<file path="config.mk">
export PLATFORM = sky130hd
export DESIGN_NAME = note_seq_engine_flat
export DESIGN_NICKNAME = d
export VERILOG_FILES = /design/src/rtl/note_seq_pkg.sv /design/src/rtl/note_seq_if.sv /design/src/rtl/note_seq_cell_xy.sv /design/src/rtl/note_seq_engine.sv /design/src/flat_wrapper.sv
export SDC_FILE = /design/constraint.sdc
export NUM_CORES = 1
export LEC_CHECK = 0
export ABC_AREA = 1
export BUFFER_PORTS_ARGS = -buffer_cell sky130_fd_sc_hd__buf_2
export CORE_MARGIN = 2
export CORE_UTILIZATION = 30
export CTS_CLUSTER_DIAMETER = 200
export DETAILED_ROUTE_END_ITERATION = 12
export SYNTH_ARGS = -nofsm -noshare
export SYNTH_HDL_FRONTEND = slang
export SYNTH_SLANG_ARGS = --single-unit
</file>
<file path="constraint.sdc">
create_clock -name clk -period 1.82 [get_ports clk]
set_input_delay 0.364 -clock clk [delete_from_list [all_inputs] [get_ports clk]]
set_output_delay 0.364 -clock clk [all_outputs]
set_load 0.02 [all_outputs]
</file>
<file path="src/rtl/note_seq_pkg.sv">
// note_seq_pkg: FSM encodings, default draw geometry/colours and clog2
// shared by the note sequencer engine and its cell placement helper.
package note_seq_pkg;

    typedef logic [2:0] state_t;

    localparam state_t ST_IDLE      = 3'd0;
    localparam state_t ST_REC_DRAW  = 3'd1;
    localparam state_t ST_PLAY_READ = 3'd2;
    localparam state_t ST_PLAY_DRAW = 3'd3;
    localparam state_t ST_PLAY_HOLD = 3'd4;

    localparam int DEF_MARGIN = 4;
    localparam int DEF_CELL_W = 36;
    localparam int DEF_CELL_H = 12;

    localparam logic [2:0] DEF_REC_COLOUR  = 3'b100;
    localparam logic [2:0] DEF_PLAY_COLOUR = 3'b110;

    function automatic int clog2(input int v);
        int r;
        r = 0;
        while ((1 << r) < v) r++;
        return r;
    endfunction

endpackage

</file>
<file path="src/rtl/note_seq_if.sv">
// note_seq_if: req/ack draw bus from the note sequencer to the VGA drawer.
// master drives the cell request, slave returns the acknowledge.
interface note_seq_if;

    logic       draw_req;
    logic       draw_ack;
    logic [7:0] x_out;
    logic [6:0] y_out;
    logic [2:0] colour;

    modport master (
        output draw_req,
        output x_out,
        output y_out,
        output colour,
        input  draw_ack
    );

    modport slave (
        input  draw_req,
        input  x_out,
        input  y_out,
        input  colour,
        output draw_ack
    );

endinterface

</file>
<file path="src/rtl/note_seq_cell_xy.sv">
// note_seq_cell_xy: combinational slot index to grid cell top-left (x,y).
// Arithmetic is done IW+8 bits wide and truncated to the 8/7-bit screen.
module note_seq_cell_xy #(
    parameter int IW     = 4,
    parameter int COLS   = 4,
    parameter int MARGIN = 4,
    parameter int CELL_W = 36,
    parameter int CELL_H = 12
) (
    input  logic [IW-1:0] i_slot,
    output logic [7:0]    o_x,
    output logic [6:0]    o_y
);

    localparam int XW = IW + 8;

    logic [XW-1:0] w_slot;
    logic [XW-1:0] w_col;
    logic [XW-1:0] w_row;

    assign w_slot = XW'(i_slot);
    assign w_col  = w_slot % XW'(COLS);
    assign w_row  = w_slot / XW'(COLS);

    assign o_x = 8'(XW'(MARGIN) + w_col * XW'(CELL_W + MARGIN));
    assign o_y = 7'(XW'(MARGIN) + w_row * XW'(CELL_H + MARGIN));

endmodule

</file>
<file path="src/rtl/note_seq_engine.sv">
// note_seq_engine: note store with record/playback and req/ack cell drawing.
// Define NOTE_SEQ_LOOP_PLAY_EN to make playback wrap until play_stop.
module note_seq_engine
    import note_seq_pkg::*;
#(
    parameter int         DEPTH       = 16,
    parameter int         NOTE_W      = 4,
    parameter int         OCT_W       = 2,
    parameter int         COLS        = 4,
    parameter int         MARGIN      = DEF_MARGIN,
    parameter int         CELL_W      = DEF_CELL_W,
    parameter int         CELL_H      = DEF_CELL_H,
    parameter logic [2:0] REC_COLOUR  = DEF_REC_COLOUR,
    parameter logic [2:0] PLAY_COLOUR = DEF_PLAY_COLOUR
) (
    input  logic                    clk,
    input  logic                    reset,
    input  logic [NOTE_W-1:0]       note_data,
    input  logic [OCT_W-1:0]        octave_data,
    input  logic                    rec_valid,
    output logic                    rec_ready,
    input  logic                    clear,
    input  logic                    play_start,
    input  logic                    play_stop,
    input  logic                    next_note_en,
    output logic [NOTE_W-1:0]       note_out,
    output logic [OCT_W-1:0]        octave_out,
    output logic                    note_valid,
    output logic [clog2(DEPTH)-1:0] play_idx,
    output logic [clog2(DEPTH):0]   count,
    output logic                    full,
    output logic                    busy,
    output logic                    done,
    note_seq_if.master              draw
);

    localparam int AW = clog2(DEPTH);
    localparam int CW = AW + 1;
    localparam int DW = OCT_W + NOTE_W;

    state_t            r_state;
    logic [AW-1:0]     r_play_idx;
    logic [AW:0]       r_count;
    logic [NOTE_W-1:0] r_note;
    logic [OCT_W-1:0]  r_oct;
    logic              r_note_valid;
    logic              r_done;
    logic              r_draw_req;
    logic              r_stop_pend;
    logic [7:0]        r_x;
    logic [6:0]        r_y;
    logic [2:0]        r_colour;
    logic [DW-1:0]     r_mem [DEPTH];

    logic              w_idle;
    logic              w_full;
    logic              w_rec_acc;
    logic              w_last;
    logic [AW-1:0]     w_slot;
    logic [7:0]        w_cx;
    logic [6:0]        w_cy;

    assign w_idle    = (r_state == ST_IDLE);
    assign w_full    = (r_count == CW'(DEPTH));
    assign rec_ready = w_idle && !w_full && !play_start && !clear;
    assign w_rec_acc = rec_ready && rec_valid;
    assign w_last    = (CW'(r_play_idx) + CW'(1)) >= r_count;

    // Idle draws target the next free slot; playback draws the playing slot.
    assign w_slot = w_idle ? r_count[AW-1:0] : r_play_idx;

    note_seq_cell_xy #(
        .IW     (AW),
        .COLS   (COLS),
        .MARGIN (MARGIN),
        .CELL_W (CELL_W),
        .CELL_H (CELL_H)
    ) u_cell_xy (
        .i_slot (w_slot),
        .o_x    (w_cx),
        .o_y    (w_cy)
    );

    always_ff @(posedge clk) begin
        if (w_rec_acc) r_mem[r_count[AW-1:0]] <= {octave_data, note_data};
    end

    always_ff @(posedge clk or negedge reset) begin
        if (!reset) begin
            r_state      <= ST_IDLE;
            r_play_idx   <= '0;
            r_count      <= '0;
            r_note       <= '0;
            r_oct        <= '0;
            r_note_valid <= 1'b0;
            r_done       <= 1'b0;
            r_draw_req   <= 1'b0;
            r_stop_pend  <= 1'b0;
            r_x          <= '0;
            r_y          <= '0;
            r_colour     <= '0;
        end else begin
            r_done <= 1'b0;
            case (r_state)
                ST_IDLE: begin
                    if (play_start) begin
                        if (r_count != '0) begin
                            r_play_idx <= '0;
                            r_state    <= ST_PLAY_READ;
                        end
                    end else if (clear) begin
                        r_count <= '0;
                    end else if (w_rec_acc) begin
                        r_count    <= r_count + CW'(1);
                        r_draw_req <= 1'b1;
                        r_x        <= w_cx;
                        r_y        <= w_cy;
                        r_colour   <= REC_COLOUR;
                        r_state    <= ST_REC_DRAW;
                    end
                end
                ST_REC_DRAW: begin
                    if (draw.draw_ack) begin
                        r_draw_req <= 1'b0;
                        r_state    <= ST_IDLE;
                    end
                end
                ST_PLAY_READ: begin
                    if (play_stop) begin
                        r_note_valid <= 1'b0;
                        r_state      <= ST_IDLE;
                    end else begin
                        {r_oct, r_note} <= r_mem[r_play_idx];
                        r_note_valid    <= 1'b1;
                        r_draw_req      <= 1'b1;
                        r_x             <= w_cx;
                        r_y             <= w_cy;
                        r_colour        <= PLAY_COLOUR;
                        r_state         <= ST_PLAY_DRAW;
                    end
                end
                ST_PLAY_DRAW: begin
                    // A stop here waits for the ack so the request is never withdrawn.
                    if (play_stop) r_stop_pend <= 1'b1;
                    if (draw.draw_ack) begin
                        r_draw_req  <= 1'b0;
                        r_stop_pend <= 1'b0;
                        if (r_stop_pend || play_stop) begin
                            r_note_valid <= 1'b0;
                            r_state      <= ST_IDLE;
                        end else begin
                            r_state <= ST_PLAY_HOLD;
                        end
                    end
                end
                ST_PLAY_HOLD: begin
                    if (play_stop) begin
                        r_note_valid <= 1'b0;
                        r_play_idx   <= '0;
                        r_state      <= ST_IDLE;
                    end else if (next_note_en) begin
                        if (!w_last) begin
                            r_play_idx <= r_play_idx + AW'(1);
                            r_state    <= ST_PLAY_READ;
                        end else begin
                            r_done     <= 1'b1;
                            r_play_idx <= '0;
`ifdef NOTE_SEQ_LOOP_PLAY_EN
                            r_state    <= ST_PLAY_READ;
`else
                            r_note_valid <= 1'b0;
                            r_state      <= ST_IDLE;
`endif
                        end
                    end
                end
                default: r_state <= ST_IDLE;
            endcase
        end
    end

    assign note_out   = r_note;
    assign octave_out = r_oct;
    assign note_valid = r_note_valid;
    assign play_idx   = r_play_idx;
    assign count      = r_count;
    assign full       = w_full;
    assign done       = r_done;
    assign busy       = (r_state == ST_PLAY_READ) ||
                        (r_state == ST_PLAY_DRAW) ||
                        (r_state == ST_PLAY_HOLD);

    assign draw.draw_req = r_draw_req;
    assign draw.x_out    = r_x;
    assign draw.y_out    = r_y;
    assign draw.colour   = r_colour;

endmodule

</file>
<file path="src/flat_wrapper.sv">
// flat-port wrapper written by rule: the top's interface ports become plain ports
module note_seq_engine_flat import note_seq_pkg::*;
#(
    parameter int         DEPTH       = 16,
    parameter int         NOTE_W      = 4,
    parameter int         OCT_W       = 2,
    parameter int         COLS        = 4,
    parameter int         MARGIN      = DEF_MARGIN,
    parameter int         CELL_W      = DEF_CELL_W,
    parameter int         CELL_H      = DEF_CELL_H,
    parameter logic [2:0] REC_COLOUR  = DEF_REC_COLOUR,
    parameter logic [2:0] PLAY_COLOUR = DEF_PLAY_COLOUR
)
  (clk, reset, note_data, octave_data, rec_valid, rec_ready, clear, play_start, play_stop, next_note_en, note_out, octave_out, note_valid, play_idx, count, full, busy, done, draw_draw_req, draw_x_out, draw_y_out, draw_colour, draw_draw_ack);
  note_seq_if draw_i ();
  input  logic clk;
  input  logic reset;
  input  logic [NOTE_W-1:0] note_data;
  input  logic [OCT_W-1:0] octave_data;
  input  logic rec_valid;
  output logic rec_ready;
  input  logic clear;
  input  logic play_start;
  input  logic play_stop;
  input  logic next_note_en;
  output logic [NOTE_W-1:0] note_out;
  output logic [OCT_W-1:0] octave_out;
  output logic note_valid;
  output logic [clog2(DEPTH)-1:0] play_idx;
  output logic [clog2(DEPTH):0] count;
  output logic full;
  output logic busy;
  output logic done;
  output wire logic [$bits(draw_i.draw_req)-1:0] draw_draw_req;
  output wire logic [$bits(draw_i.x_out)-1:0] draw_x_out;
  output wire logic [$bits(draw_i.y_out)-1:0] draw_y_out;
  output wire logic [$bits(draw_i.colour)-1:0] draw_colour;
  input wire logic [$bits(draw_i.draw_ack)-1:0] draw_draw_ack;
  assign draw_draw_req = draw_i.draw_req;
  assign draw_x_out = draw_i.x_out;
  assign draw_y_out = draw_i.y_out;
  assign draw_colour = draw_i.colour;
  assign draw_i.draw_ack = draw_draw_ack;
  note_seq_engine #(.DEPTH(DEPTH), .NOTE_W(NOTE_W), .OCT_W(OCT_W), .COLS(COLS), .MARGIN(MARGIN), .CELL_W(CELL_W), .CELL_H(CELL_H), .REC_COLOUR(REC_COLOUR), .PLAY_COLOUR(PLAY_COLOUR)) u_core (.clk(clk), .reset(reset), .note_data(note_data), .octave_data(octave_data), .rec_valid(rec_valid), .rec_ready(rec_ready), .clear(clear), .play_start(play_start), .play_stop(play_stop), .next_note_en(next_note_en), .note_out(note_out), .octave_out(octave_out), .note_valid(note_valid), .play_idx(play_idx), .count(count), .full(full), .busy(busy), .done(done), .draw(draw_i));
endmodule
</file>
==> impl_metrics.yaml <==
critical_path:
  crit_path_start_kind: "register"
  cpMostUsedCell: "buf_4"
  r2r_cells: 7
  critPathMaxStageDelay_ps: 410
  endpoint_kind: "output pin"
  cp_max_fo: 3
  slowest_stage: "dfrtp_1"
  cp.arrival_ps: 1440
  required_ps: 1460
  path_class: "reg2out"
  path_cells: "nor2_4 -> buf_4 -> nand3_4 -> nor3_2 -> buf_4"
clock_network:
  cts-root-buf: "clkbuf_16"
  clock-sinks: 124
  numCtsBuffers: 17
  cts_max_path_buffers: 2
  clkTransAtPathRegs_ps: 60
  clk_latency_ps: 420
  cts_tree: "yes"
  htreeDepth: 4
routing:
  via_count: 4279
  wirelength_um: 14040
  ant_nets: 0
  firstDrtPassIters: 5
  drtIter0Drc: 281
  wl_per_cell_um: 14.06
  drc: 0
  viasPerCell: 4.283
placed_design:
  dp.cells: 962
  dpl.hpwl_um: 9588
  gp_congestion: 0.8587
  port_buffers: 44
floorplanning:
  io_pins: 53
  dieArea_sq_um: 20830
  rows: 51
  fp.dieH_um: 144.3
  core_area_sq_um: 19400
  die_width_um: 144.3
  start_util: 0.3046
finish:
  layout.nets: 745
  final_layout_size_suffix_gt1_frac: 0.2425
  utilization: 0.3900
  nFillCells: 1928
  fin_cells: 999
  syn_to_final_growth_pct: 28.06
  antenna_cells: 0
global_route:
  grt_start_max_net_pins: 29
  antenna_found_initial: 0
  gr-total-overflow: 0
  grt_first_pass_wirelength_um: 22000
  track_usage: 0.1425
  grt_pass1_vias: 4091
logic_synthesis:
  netlist_area_sq_um: 5908
  ys.flop_type: "edfxtp_1"
  ys_seq_area_frac: 0.6065
  synth.most_common_cell: "nand2_1"
  yosysUniqueCellTypes: 28
  syn_avg_cell_area_sq_um: 9.275
  ys_warn_count: 0
  ys_ff_latch: 124
  synth.area.top_cells: "edfxtp_1 49%, nand2_1 13%, dfrtp_1 12%, nand3_1 7.1%, inv_1 6.4%"
  async_reset_ff_frac: 0.2258
  synth_cells: 637
  synth.top_cells.by_count: "207 x nand2_1, 100 x inv_1, 96 x edfxtp_1"
  synth_enable_flop_cells: 96
  netlist.area_leader.share: 0.4879
  synth_area_leader_cell: "edfxtp_1"
run:
  cap_violations: 0
pwr:
  p_comb_frac: 0.210
  p_switching_mw: 2.550
  power.internal_mw: 6.236
  clkPwrFrac: 0.403
  peakVddDrop_mv: 0.7025
  seqPwrFrac: 0.387
  powerDensity_nw_per_um2: 1161
  switching_share: 0.2903
  p_leak_nw: 3.441
sta:
  rsz0062_at_grt: "true"
  clock-skew-final_ps: 7.759
  finalSetupViolations: 0
  fmax_mhz: 555.8
  slew_headroom: 0.5552
  hold_viol: 0
  fin_crit_sh: 0.9885
  slew_viol_final: 0
  period_needed_ps: 1799
  hold_ws_ps: 173.1
  worst_pin_slew_ps: 667.3
hold_path:
  whs_path_depth: 2
  min_path_type: "in2reg"
run_status:
  status: "completed"
==> path summary, 6_finish.rpt <==
path	from	end	slack [ps]
worst max register to register	u_core.r_state[1]	u_core.r_mem[13][5]	40
worst min register to register	u_core.note_out[0]	u_core.note_out[0]	470
worst max-delay path	u_core.r_state[1]	rec_ready	20
min in group asynchronous	reset	u_core.r_stop_pend	530
max in group asynchronous	reset	u_core.count[1]	810
worst min-delay path	draw_draw_ack	u_core.r_stop_pend	170
==> cell usage in the layout (no fill, tap or decap), drive strengths merged, types with 5 or more instances in the layout <==
master    n
nand2   214
inv     106
edfxtp   96
buf      91
nand3    86
nor2     37
dfrtp    28
clkbuf   18
o21ai    13
ha       10
conb      8
clkinv    5
==> state kept, by name, summed over array words and instances, names as in the netlist <==
register,cells
u_core.draw.colour,1
u_core.done,1
u_core.count,5
u_core.play_idx,4
u_core.note_out,4
u_core.octave_out,2
u_core.draw.y_out,3
u_core.r_stop_pend,1
u_core.r_state,3
u_core.draw.draw_req,1
u_core.r_mem,96
u_core.note_valid,1
u_core.draw.x_out,2
==> power by group through the flow <==
stage	clock, mW	combinational (mW)	sequential, mW
final	3.54	1.85	3.40
after global routing	3.70	2.06	3.43
after CTS	3.60	1.80	3.40
after detailed placement	0	1.72	3.45
after global placement	0	1.72	3.44
after floorplan	0	0.898	3.65
==> per-layer routing <==
metal,share of wire,GRT usage
met1,0.45,0.1794
met2,0.49,0.2367
met3,0.037,0.02815
met4,0.022,0.06541
met5,0,0
==> timing repair <==
action                                  in CTS  in global routing
endpoints found under the setup margin      13                 63
cloned                                       0                  0
pin swaps                                    6                  8
buffers inserted                             1                  3
hold buffers                                 1                  0
resized for setup                           12                 15
endpoints found under the hold margin       28                  0
==> metrics by stage <==
step,setup slack [ps],TNS (ps),area (sq um),total power [mW]
after global placement,31.05,0,6760,5.160
after floorplan,-98.37,-441.3,6030,4.550
after global routing,-110.9,-2872,7566,9.194
final,20.87,0,7566,8.787
after CTS,3.597,0,7453,8.809
after detailed placement,-15.00,-89.04,6760,5.168
==> final cells by class <==
cell class,instances,area [sq um],share of cell area
Timing Repair Buffer,92,683.2,0.09029
Clock buffer,18,429.2,0.05672
Inverter,104,391.6,0.05176
Sequential cell,124,3588,0.4743
Multi-Input combinational cell,382,1952,0.2580
Tap cell,265,331.6,0.04382
Clock inverter,14,190.2,0.02514
==> critical path, delay by kind of cell (launching register included) <==
| family | cells | cell delay [ps] |
|---|---|---|
| flip-flops | 1 | 410 |
| AND/OR/NAND/NOR | 3 | 310 |
| buffers and inverters | 2 | 300 |
==> kinds of logic after synthesis <==
| group | share of synthesized area |
|---|---|
| AND/OR/NAND/NOR | 0.2444 |
| buffers and inverters | 0.1010 |
| flip-flops | 0.6065 |
| AO/OA/AOI/OAI | 0.02181 |
| adder cells (fa/ha/maj) | 0.02118 |
| XOR/XNOR | 0.004448 |
| other | 0.0006347 |
No activity file was read; power rests on OpenSTA's default activity.
